## src/rtl/fetch_stage.sv

```systemverilog
// fetch_stage: RV64I instruction-fetch stage (PC, imem valid/ready requests, in-order
// response buffer, IF/ID register). Define FETCH_PERF_CNT_EN to add perf counters.
module fetch_stage #(
    parameter int unsigned     XLEN            = 64,
    parameter logic [XLEN-1:0] RESET_PC        = '0,
    parameter int unsigned     MAX_OUTSTANDING = 2,
    parameter logic [31:0]     NOP_INSTR       = 32'h0000_0013
) (
    input  logic            clk,
    input  logic            rst,
    input  logic            StallF,
    input  logic            StallD,
    input  logic            redirect_valid,
    input  logic [XLEN-1:0] redirect_pc,
    output logic            imem_req_valid,
    input  logic            imem_req_ready,
    output logic [XLEN-1:0] imem_req_addr,
    input  logic            imem_resp_valid,
    input  logic [31:0]     imem_resp_data,
    output logic [31:0]     instr_D,
    output logic [XLEN-1:0] pc_D,
    output logic [XLEN-1:0] pcplus4_D,
    output logic            valid_D
`ifdef FETCH_PERF_CNT_EN
    ,
    output logic [63:0]     perf_fetched,
    output logic [63:0]     perf_dropped,
    output logic [63:0]     perf_stallcyc
`endif
);

    localparam int unsigned   CW       = $clog2(MAX_OUTSTANDING + 1);
    localparam int unsigned   PW       = (MAX_OUTSTANDING > 1) ? $clog2(MAX_OUTSTANDING) : 1;
    localparam logic [CW-1:0] MAX_CNT  = CW'(MAX_OUTSTANDING);
    localparam logic [PW-1:0] LAST_PTR = PW'(MAX_OUTSTANDING - 1);

    logic [XLEN-1:0] r_pc;
    logic [CW-1:0]   r_outstanding;
    logic [CW-1:0]   r_drop_cnt;
    logic [CW-1:0]   r_buf_count;
    logic [PW-1:0]   r_shd_wr;
    logic [PW-1:0]   r_shd_rd;
    logic [PW-1:0]   r_buf_wr;
    logic [PW-1:0]   r_buf_rd;
    logic [XLEN-1:0] r_shd_pc    [MAX_OUTSTANDING];
    logic [XLEN-1:0] r_buf_pc    [MAX_OUTSTANDING];
    logic [31:0]     r_buf_instr [MAX_OUTSTANDING];
    logic [31:0]     r_instr_d;
    logic [XLEN-1:0] r_pc_d;
    logic [XLEN-1:0] r_pcplus4_d;
    logic            r_valid_d;

    logic [CW-1:0]   w_occupancy;
    logic            w_req_valid;
    logic            w_req_fire;
    logic            w_resp_fire;
    logic            w_resp_keep;
    logic            w_buf_empty;
    logic            w_bypass;
    logic            w_push;
    logic            w_pop;
    logic [XLEN-1:0] w_resp_pc;
    logic [CW-1:0]   w_outstanding_nxt;
    logic [CW-1:0]   w_drop_nxt;
    logic [CW-1:0]   w_buf_count_nxt;

    function automatic logic [PW-1:0] ptr_inc(input logic [PW-1:0] p);
        return (p == LAST_PTR) ? '0 : PW'(p + 1'b1);
    endfunction

    // Occupancy counts in-flight requests plus buffered responses so no response can overflow.
    assign w_occupancy = r_outstanding + r_buf_count;
    assign w_req_valid = !rst && !StallF && !redirect_valid && (w_occupancy < MAX_CNT);
    assign w_req_fire  = w_req_valid && imem_req_ready;
    assign w_resp_fire = imem_resp_valid && (r_outstanding != '0);
    assign w_resp_keep = w_resp_fire && (r_drop_cnt == '0) && !redirect_valid;
    assign w_buf_empty = (r_buf_count == '0);
    assign w_bypass    = w_resp_keep && w_buf_empty && !StallD;
    assign w_push      = w_resp_keep && !w_bypass;
    assign w_pop       = !redirect_valid && !StallD && !w_buf_empty;
    assign w_resp_pc   = r_shd_pc[r_shd_rd];

    assign imem_req_valid = w_req_valid;
    assign imem_req_addr  = r_pc;
    assign instr_D        = r_instr_d;
    assign pc_D           = r_pc_d;
    assign pcplus4_D      = r_pcplus4_d;
    assign valid_D        = r_valid_d;

    always_comb begin
        w_outstanding_nxt = r_outstanding;
        w_drop_nxt        = r_drop_cnt;
        w_buf_count_nxt   = r_buf_count;
        if (w_req_fire && !w_resp_fire) begin
            w_outstanding_nxt = r_outstanding + 1'b1;
        end else if (!w_req_fire && w_resp_fire) begin
            w_outstanding_nxt = r_outstanding - 1'b1;
        end
        // Every request still in flight after a redirect is wrong-path.
        if (redirect_valid) begin
            w_drop_nxt = w_resp_fire ? (r_outstanding - 1'b1) : r_outstanding;
        end else if (w_resp_fire && (r_drop_cnt != '0)) begin
            w_drop_nxt = r_drop_cnt - 1'b1;
        end
        if (redirect_valid) begin
            w_buf_count_nxt = '0;
        end else if (w_push && !w_pop) begin
            w_buf_count_nxt = r_buf_count + 1'b1;
        end else if (!w_push && w_pop) begin
            w_buf_count_nxt = r_buf_count - 1'b1;
        end
    end

    always_ff @(posedge clk or posedge rst) begin
        if (rst) begin
            r_pc          <= RESET_PC;
            r_outstanding <= '0;
            r_drop_cnt    <= '0;
            r_buf_count   <= '0;
            r_shd_wr      <= '0;
            r_shd_rd      <= '0;
            r_buf_wr      <= '0;
            r_buf_rd      <= '0;
        end else begin
            r_outstanding <= w_outstanding_nxt;
            r_drop_cnt    <= w_drop_nxt;
            r_buf_count   <= w_buf_count_nxt;
            if (redirect_valid) begin
                r_pc <= {redirect_pc[XLEN-1:2], 2'b00};
            end else if (w_req_fire) begin
                r_pc <= r_pc + XLEN'(4);
            end
            if (w_req_fire) begin
                r_shd_wr <= ptr_inc(r_shd_wr);
            end
            if (w_resp_fire) begin
                r_shd_rd <= ptr_inc(r_shd_rd);
            end
            if (redirect_valid) begin
                r_buf_wr <= '0;
                r_buf_rd <= '0;
            end else begin
                if (w_push) begin
                    r_buf_wr <= ptr_inc(r_buf_wr);
                end
                if (w_pop) begin
                    r_buf_rd <= ptr_inc(r_buf_rd);
                end
            end
        end
    end

    // Payload storage needs no reset; occupancy is tracked by the counters above.
    always_ff @(posedge clk) begin
        if (w_req_fire) begin
            r_shd_pc[r_shd_wr] <= r_pc;
        end
        if (w_push) begin
            r_buf_instr[r_buf_wr] <= imem_resp_data;
            r_buf_pc[r_buf_wr]    <= w_resp_pc;
        end
    end

    always_ff @(posedge clk or posedge rst) begin
        if (rst) begin
            r_instr_d   <= NOP_INSTR;
            r_pc_d      <= '0;
            r_pcplus4_d <= '0;
            r_valid_d   <= 1'b0;
        end else if (redirect_valid || (!StallD && w_buf_empty && !w_bypass)) begin
            r_instr_d   <= NOP_INSTR;
            r_pc_d      <= '0;
            r_pcplus4_d <= '0;
            r_valid_d   <= 1'b0;
        end else if (!StallD) begin
            r_valid_d <= 1'b1;
            if (!w_buf_empty) begin
                r_instr_d   <= r_buf_instr[r_buf_rd];
                r_pc_d      <= r_buf_pc[r_buf_rd];
                r_pcplus4_d <= r_buf_pc[r_buf_rd] + XLEN'(4);
            end else begin
                r_instr_d   <= imem_resp_data;
                r_pc_d      <= w_resp_pc;
                r_pcplus4_d <= w_resp_pc + XLEN'(4);
            end
        end
    end

`ifdef FETCH_PERF_CNT_EN
    logic [63:0] r_perf_fetched;
    logic [63:0] r_perf_dropped;
    logic [63:0] r_perf_stallcyc;

    assign perf_fetched  = r_perf_fetched;
    assign perf_dropped  = r_perf_dropped;
    assign perf_stallcyc = r_perf_stallcyc;

    // Saturating counters; "dropped" covers every discarded wrong-path response.
    always_ff @(posedge clk or posedge rst) begin
        if (rst) begin
            r_perf_fetched  <= '0;
            r_perf_dropped  <= '0;
            r_perf_stallcyc <= '0;
        end else begin
            if (w_resp_keep && (r_perf_fetched != '1)) begin
                r_perf_fetched <= r_perf_fetched + 64'd1;
            end
            if (w_resp_fire && !w_resp_keep && (r_perf_dropped != '1)) begin
                r_perf_dropped <= r_perf_dropped + 64'd1;
            end
            if (StallF && (r_perf_stallcyc != '1)) begin
                r_perf_stallcyc <= r_perf_stallcyc + 64'd1;
            end
        end
    end
`endif

endmodule

```

## config.mk

```make
export PLATFORM = sky130hd
export DESIGN_NAME = fetch_stage
export DESIGN_NICKNAME = d
export VERILOG_FILES = /design/src/rtl/fetch_stage.sv
export SDC_FILE = /design/constraint.sdc
export NUM_CORES = 1
export LEC_CHECK = 0
export ABC_CLOCK_PERIOD_IN_PS = 30100
export CAP_MARGIN = 10
export CORE_UTILIZATION = 50
export DETAILED_ROUTE_END_ITERATION = 10
export GPL_ROUTABILITY_DRIVEN = 1
export HOLD_SLACK_MARGIN = 0.1
export PLACE_DENSITY_LB_ADDON = 0.08
export SETUP_SLACK_MARGIN = 0.05
export SYNTH_ARGS = -nofsm -noshare
export SYNTH_HDL_FRONTEND = slang
export SYNTH_SLANG_ARGS = --single-unit
```

## constraint.sdc

```tcl
create_clock -name clk -period 30.1 [get_ports clk]
set_clock_uncertainty 0.15 [all_clocks]
set_input_delay 6.02 -clock clk [delete_from_list [all_inputs] [get_ports clk]]
set_output_delay 6.02 -clock clk [all_outputs]
set_load 0.03 [all_outputs]
```

==> summary by stage, run 1 <==
Outcome
The run finished with clean final reports.

Cells and area
The number of cells in the finished layout apart from fillers is 3037. Fill cells in the final layout number approximately 3800. The multi-input combinational cell area is 8820 sq um.

The final net count is 2442. Across the whole layout, storage elements account for around 15000 sq um. The area growth from synthesis to layout is 22.2%. The antenna diode count is 0. Cells with a size suffix above 1 make up between 10% and 20% of the layout.

Critical path
The cell with the largest stage delay on the worst path is sky130_fd_sc_hd__clkdlybuf4s50_1. The timing startpoint of the critical path is rst. STA puts the critical path data arrival time at slightly below 8000 ps. The end of the critical path is imem_req_valid. The setup path with the least slack is of type in -> out. The register-to-register path setup slack is 25310 ps.

The most common cell type on the critical path is sky130_fd_sc_hd__clkdlybuf4s50_1. The critical path runs through a total of 4 cells. The largest fanout of any net on the critical path is 2. The worst setup path is launched from an input port.

STA classifies the critical path endpoint as a primary output. Broken down by cell family, the worst path's largest delay share belongs to buffers and inverters. Data on the critical path is required at its endpoint by approximately 24000 ps.

The startpoint identified for the worst register-to-register timing path is r_buf_rd$_DFFE_PP0P_. In this design, the stage delay of the slowest critical-path cell is about 670 ps. Walking the worst path, the cells encountered are clkdlybuf4s50_1 > nor3_1 > and2_1 > clkdlybuf4s50_1. The count of buffering cells on the critical path with inverters included is 2. Measured in cells, the most critical reg-to-reg path has a length of 8. The endpoint identified for the worst register-to-register timing path is pcplus4_D[45]$_DFFE_PP0P_.

Placed design
The number of placed instances with taps included is about 2900. Before CTS, the worst setup slack after placement is 16230 ps. The routability congestion estimate is 0.848. The half-perimeter wire length after detailed placement is 44500 microns. The quantity of I/O buffers inserted on ports is 320.

Global routing
The final global-route overflow total is 0. Across every metal layer, demand over resource in global routing totals 26.2%. Entering global routing, the biggest net connects 110 pins. The wire length of the first global-routing pass is approximately 100000 microns. The initial antenna violation count is 1. The via count of the first global-routing pass was between 15000 and 20000.

Power and ir drop
After layout, the design draws a total of 2.06 mW. The worst-case IR drop observed on VDD is roughly 0.041 mV. Summed over all cells, the static leakage comes to approximately 11 nW. The total power divided by cell area is 68.5 nW/um^2.

Floorplanning
The total area inside the core boundary comes to about 48000 sq um. Measured along the y axis, the die boundary spans around 220 microns. In this run the count of I/O pins placed on the die edge is around 330. The effective utilization at floorplan is between 50% and 60%. The floorplan has 80 rows. The floorplan die area is around 50000 sq um. The die boundary width is about 220 microns.

Clock tree
The count of hold buffers inserted by post-cts repair is 0. Clock-pin slew was measured on the worst setup and hold paths at roughly 60 ps. CTS saw 541 sinks. In this run the clock root is driven by a sky130_fd_sc_hd__clkbuf_16.

The number of gates resized after CTS was 0. The TritonCTS clock tree is yes. Clock tree synthesis inserted a total of 55 buffers. Clock latency on the worst-skew pair, taken at its later pin, is ~600 ps.

The maximum buffer depth of the clock tree is 3. Post-CTS timing repair inserted 0 buffers for setup. In this run the number of H-tree levels came out at 2.

Timing
After layout, the worst path uses 46.1% of the clock period. Summed over all failing endpoints, the final setup total negative slack is 0 ps. Across all setup checks in the final design, the least slack found is ~16000 ps. Setup repair after global routing left no endpoint under its margin.

Setup violations remaining at the end of the flow were counted as 0. The final critical-path required period is roughly 14000 ps. Measured against its own limit, the worst slew margin works out to about a fifth.

Static timing analysis puts the maximum clock frequency at ~0.072 GHz. The number of failing hold endpoints at the final stage was 0. The measured slew at the worst slew-check pin is ~1200 ps. The number of pins exceeding their max-slew limit in the final report is 0.

Hold is met by roughly 330 ps.

Synth
In the synthesized netlist the async set-or-reset flop fraction comes to 42.3%. The share of synthesized area in the top cell type comes to 38.1%. Summed over all instances, the cell type with the most area after synthesis is sky130_fd_sc_hd__edfxtp_1. In this run the cell area of the synthesized design comes to around 25000 sq um.

Averaged over all synthesized cells, the footprint is between 10 and 15 sq um. Summing the sequential cell areas from Yosys gives slightly above 60% of the chip area. After synthesis the netlist holds a flip-flop and latch count of 541. The post-synthesis cell type count is between 80 and 90.

For this run, the leading register cell type out of synthesis is sky130_fd_sc_hd__edfxtp_1. After technology mapping, the gate count stands at ~2000. Ranked by total cell area, the synthesized netlist is headed by sky130_fd_sc_hd__edfxtp_1 (38%), sky130_fd_sc_hd__dfrtp_1 (23%), sky130_fd_sc_hd__nand2_1 (3.9%). The Yosys step of the flow raised 0 warnings. The commonest cells after synthesis are sky130_fd_sc_hd__edfxtp_1 (312), sky130_fd_sc_hd__nand2_1 (253), sky130_fd_sc_hd__dfrtp_1 (226). The dominant cell by count in the synthesized netlist is sky130_fd_sc_hd__edfxtp_1. The number of synthesized flops with an enable pin is ~310.

Route
The detail route stage leaves a number of antenna-violating nets equal to 0. The post-detailed-route via-to-cell ratio is just under 6. The detailed-route wire length per cell is about 22 microns. The detailed-route via count is approximately 18000. Before antenna repair, the detailed router went through 5 iterations.

The number of design-rule violations left by the first detailed-router iteration is approximately 1300. The wire length reported by the detailed router is 65800 microns. The detailed-route DRC error count is 0.

Job
Across the run, the number of max-cap violations was 0.

Hold path
The worst hold-check path type is reg -> reg.
==> area by class of cell <==
class / instances / area share, %
inverter: 25 / 0.337
clock buffer: 72 / 4.95
timing repair buffer: 344 / 11.2
sequential: 541 / 50.2
tap: 656 / 2.73
multi-input combinational: 1367 / 29.3
clock inverter: 32 / 1.19
==> through the flow <==
step | cell area, sq um | util (%)
5_1_grt | 30100 | 62.5
2_1_floorplan | 24600 | -
3_5_place_dp | 28200 | 58.6
3_3_place_gp | 28200 | 58.6
6_report | 30100 | 62.5
4_1_cts | 30100 | 62.5
==> report_power, final <==
group / switching [mW] / internal [mW] / total (mW)
logic: 0.282 / 0.175 / 0.457
registers: 0.0573 / 0.850 / 0.907
clock network: 0.287 / 0.410 / 0.697
==> kinds of logic (layout without fill, tap and decap cells) <==
logic type	Yosys count	count (layout)	share of synthesized area, %
compound gates	448	448	11.7
xor+xnor	60	60	2.13
fa+ha+maj	5	5	0.254
buf+inv	150	473	3.07
flops	541	541	61.3
mux	185	185	8.03
other cells	1	6	0.0152
simple gates	663	663	13.4
==> metal layers <==
| layer | track usage, % | up-vias | wire length (microns) |
|---|---|---|---|
| met1 | 41.1 | 8795 | 31400 |
| met5 | 0 | - | 13 |
| met4 | 6.69 | 2 | 1180 |
| met2 | 37.6 | 607 | 28500 |
| li1 | - | 8238 | - |
| met3 | 4.37 | 77 | 4750 |
==> worst min path at each step <==
| stage | startpoint | slack [ps] | end | cells past startpoint |
|---|---|---|---|---|
| CTS | pc_D[61]$_DFFE_PP0P_ | 330 | pc_D[61]$_DFFE_PP0P_ | 1 |
| global placement | valid_D$_DFFE_PP0P_ | 310 | valid_D$_DFFE_PP0P_ | 2 |
| global route | pc_D[61]$_DFFE_PP0P_ | 340 | pc_D[61]$_DFFE_PP0P_ | 1 |
| floorplan | r_shd_wr$_DFFE_PP0P_ | 310 | r_shd_wr$_DFFE_PP0P_ | 1 |
| detailed placement | pc_D[61]$_DFFE_PP0P_ | 320 | pc_D[61]$_DFFE_PP0P_ | 1 |
| finish | pc_D[55]$_DFFE_PP0P_ | 330 | pc_D[55]$_DFFE_PP0P_ | 2 |
==> sequential cells by signal (all words and copies together), names as in the netlist, 2 cells and up <==
register / cells
imem_req_addr: 62
instr_D: 32
pc_D: 62
pcplus4_D: 62
r_buf_count: 2
r_buf_instr: 64
r_buf_pc: 124
r_drop_cnt: 2
r_outstanding: 2
r_shd_pc: 124
==> cell usage in the layout, fill, tap and decap left out, types with 24 or more instances in the layout <==
| master | instances |
|---|---|
| sky130_fd_sc_hd__clkdlybuf4s50_1 | 319 |
| sky130_fd_sc_hd__edfxtp_1 | 312 |
| sky130_fd_sc_hd__nand2_1 | 253 |
| sky130_fd_sc_hd__dfrtp_1 | 224 |
| sky130_fd_sc_hd__o21ai_0 | 176 |
| sky130_fd_sc_hd__nor2_1 | 120 |
| sky130_fd_sc_hd__mux2i_1 | 94 |
| sky130_fd_sc_hd__mux2_2 | 83 |
| sky130_fd_sc_hd__a21oi_1 | 83 |
| sky130_fd_sc_hd__nand3_1 | 66 |
| sky130_fd_sc_hd__clkbuf_16 | 55 |
| sky130_fd_sc_hd__a22o_1 | 45 |
| sky130_fd_sc_hd__nand4_1 | 40 |
| sky130_fd_sc_hd__xnor2_1 | 30 |
| sky130_fd_sc_hd__xor2_1 | 30 |
| sky130_fd_sc_hd__nor3_1 | 28 |
| sky130_fd_sc_hd__and3_1 | 25 |
| sky130_fd_sc_hd__inv_1 | 24 |
| sky130_fd_sc_hd__buf_4 | 24 |
==> worst min-delay path: stages, from the launching register on <==
cell and delay, ps:
sky130_fd_sc_hd__dfrtp_1 340, sky130_fd_sc_hd__nand2_1 50, sky130_fd_sc_hd__nand2_1 50
No activity file was read; power rests on OpenSTA's default activity.
==> inputs of run 2 (changes only) <==
--- a/config.mk
+++ b/config.mk
@@ -5,7 +5,7 @@
 export SDC_FILE = /design/constraint.sdc
 export NUM_CORES = 1
 export LEC_CHECK = 0
-export ABC_CLOCK_PERIOD_IN_PS = 30100
+export ABC_CLOCK_PERIOD_IN_PS = 12000
 export CAP_MARGIN = 10
 export CORE_UTILIZATION = 50
 export DETAILED_ROUTE_END_ITERATION = 10
==> constraint.sdc (replaced) <==
create_clock -name clk -period 12 [get_ports clk]
set_clock_uncertainty 0.15 [all_clocks]
set_input_delay 2.4 -clock clk [delete_from_list [all_inputs] [get_ports clk]]
set_output_delay 2.4 -clock clk [all_outputs]
set_load 0.03 [all_outputs]
==> summary by stage, run 2 (same netlist as run 1, synthesis figures left out) <==
Outcome
The run finished with clean final reports.

Job
The number of maximum-capacitance violations is 0 (unchanged).

Route
The post-detailed-route via-to-cell ratio is 5.84 (+0.15%). The count of antenna-violating nets left after detailed routing is 0 (unchanged). The detailed-route via count came to 17800 (+0.28%).

The wire length reported by the detailed router is 64800 microns (-1.5%). The number of design-rule violations left by the first detailed-router iteration is 1459 (+9.0%). The detailed-route DRC error count is 0 (unchanged). The number of iterations in the first detailed-routing pass is 5 (unchanged).

The detailed-route wire length per cell is 21.3 microns (-1.6%).

Floorplanning
The vertical die dimension is 224 microns (unchanged). The number of core rows is 80 (unchanged). The core outline area is 48100 sq um (unchanged). The die boundary width is 224 microns (unchanged).

The boundary pin count is 329 (unchanged). The effective utilization at floorplan is 51.1% (unchanged). The floorplan die area came to 50100 sq um (unchanged).

Timing
The headroom to the max-slew limit is 25.5% (+6.2 points). The final critical-path required period is approximately 6600 ps. Static timing analysis puts the maximum clock frequency at 0.151 GHz.

The period utilization is a little under three fifths. The sum of negative setup slack was 0 ps (unchanged). The measured slew at the worst slew-check pin is 1120 ps (-93.0 ps). The setup slack after layout is 5400 ps (-10840 ps). The number of pins exceeding their max-slew limit in the final report was 0 (unchanged). Setup repair after global routing left no endpoint under its margin. The worst slack on hold paths is 324 ps (-1.90 ps). The number of failing hold endpoints at the final stage was 0 (unchanged). The total of endpoints with negative setup slack in the final report was 0 (unchanged).

Hold path
The startpoint identified for the worst hold timing path is pcplus4_D[58]$_DFFE_PP0P_. For hold timing, the worst endpoint is pcplus4_D[58]$_DFFE_PP0P_. The count of cells along the worst hold path came to 2 (unchanged).

The min-delay analysis places its worst path in the category reg -> reg.

Placed design
The routability congestion estimate is 0.855 (+0.86%). The half-perimeter wire length after detailed placement came to 44200 microns (-0.68%). The placement-stage worst setup slack is 5410 ps (-10810 ps). The number of placed instances with taps included came to 2933 (unchanged).

The quantity of I/O buffers inserted on ports was 320 (unchanged). The placed instance area is 28200 sq um (unchanged).

Cells and area
The library cell used most frequently in the layout, excluding fill and tap cells, is sky130_fd_sc_hd__clkdlybuf4s50_1. The final cell utilization of the core is 62.7% (+0.24 points). The fraction of layout cells with a size suffix above 1 was 10.5% (+0.49 points). The post-route cell area is 30200 sq um (+0.38%). In the layout the commonest cells are sky130_fd_sc_hd__clkdlybuf4s50_1 (319), sky130_fd_sc_hd__edfxtp_1 (312), sky130_fd_sc_hd__nand2_1 (253). The number of cells in the finished layout apart from fillers was 3041 (+0.13%). In the final layout, the registers with the most flip-flops are r_buf_pc x124, r_shd_pc x124, r_buf_instr x64. The signed area change from the synthesized netlist to the final layout is 22.7%. The antenna diode count was 0 (unchanged). The final net count is 2444 (+0.082%). The final-layout fill cell count is 3771 (-1.7%).

Clock tree
The CTS H-tree depth is 2 (unchanged). The total number of clock tree sinks came to 541 (unchanged). The count of hold buffers inserted by post-cts repair is 0 (unchanged).

The root buffer cell is sky130_fd_sc_hd__clkbuf_16. The insertion delay of the later-clocked pin in the worst-skew pair is 610 ps (about the same). The number of instances resized during post-cts repair is 0 (unchanged). The maximum buffer depth of the clock tree is 3 (unchanged).

The TritonCTS clock tree is yes. The number of buffers added by the clock tree synthesis step is 57 (+3.6%). The number of buffers inserted to repair setup after CTS is 0 (unchanged). The clock slew seen by the registers of the worst setup and hold paths is 60 ps (about the same).

Critical path
The signal on the critical path passes through clkdlybuf4s50_1 > nor3_1 > and2_1 > clkdlybuf4s50_1. The data required time of the critical path was 9450 ps (-14480 ps). The timing startpoint of the critical path is rst. The depth of the worst register-to-register path came to 8 (unchanged). The most common cell type on the critical path is sky130_fd_sc_hd__clkdlybuf4s50_1. The count of buffering cells on the critical path with inverters included is 2 (unchanged). The slowest stage of the critical path belongs to the cell sky130_fd_sc_hd__clkdlybuf4s50_1. The endpoint type of the worst setup path is a primary output. The kind of critical path is in -> out. The worst setup path is launched from an input port.

The cell family contributing the most delay on the critical path is buffers and inverters. The reg-to-reg critical path endpoint is pcplus4_D[61]$_DFFE_PP0P_. The largest fanout of any net on the critical path is 2 (unchanged). The worst endpoint data arrival time is 4050 ps (-3650 ps). The register-to-register path setup slack is 7460 ps (-17850 ps). The startpoint identified for the worst register-to-register timing path is r_buf_rd$_DFFE_PP0P_. The largest stage delay on the critical path is 660 ps (about the same).

Global routing
The initial antenna violation count came to 1 (unchanged). The final global-route overflow total was 0 (unchanged). The pin count of the biggest net entering global routing came to 97 (-12%).

The via count of the first global-routing pass is 17000 (-0.90%). The overall global routing resource usage is 25.8% (-0.42 points). The wire length of the first global-routing pass came to 100000 microns (-1.8%).

Power and ir drop
The leakage component of the power came to 11.1 nW (+0.74%). The power consumption is 5.23 mW (+150%). The total power divided by cell area is 173 nW/um^2 (+150%). The maximum vdd drop came to 0.125 mV (+210%).
==> run 2: final cells by class <==
class	count	area (sq um)	share of cell area (%)
clock buffers	72	1630	5.39
clock inverters	36	334	1.11
inverters	25	101	0.336
multi-input cells	1367	8820	29.2
flip-flops and latches	541	15100	50.0
well taps	656	821	2.72
repair buffers	344	3380	11.2
==> run 2: how the worst max path moves through the flow <==
stage                                  endpoint  slack [ps]  cells past startpoint
global placement                 imem_req_valid        5410                      4
CTS                              imem_req_valid        5400                      4
floorplan           r_buf_instr[1][0]$_DFFE_PP_        1070                      5
finish                           imem_req_valid        5400                      4
detailed placement               imem_req_valid        5410                      4
global route                     imem_req_valid        5340                      4
==> run 2: per-layer routing <==
metal	track usage, %	share of wire, %
met4	7.51	2.3
met3	3.91	6.4
met2	37.3	43
met1	40.0	48
met5	0	0.019
==> run 2: where the power goes <==
part           leakage, nW  internal [mW]  switching [mW]
Combinational         4.26          0.440           0.707
Clock                0.971           1.08           0.723
Sequential            5.86           2.13           0.142
==> run 2: worst min-delay path, stage by stage (launching register included) <==
cell                      delay (ps)
sky130_fd_sc_hd__dfrtp_1         350
sky130_fd_sc_hd__nand2_1          50
sky130_fd_sc_hd__nand2_1          50
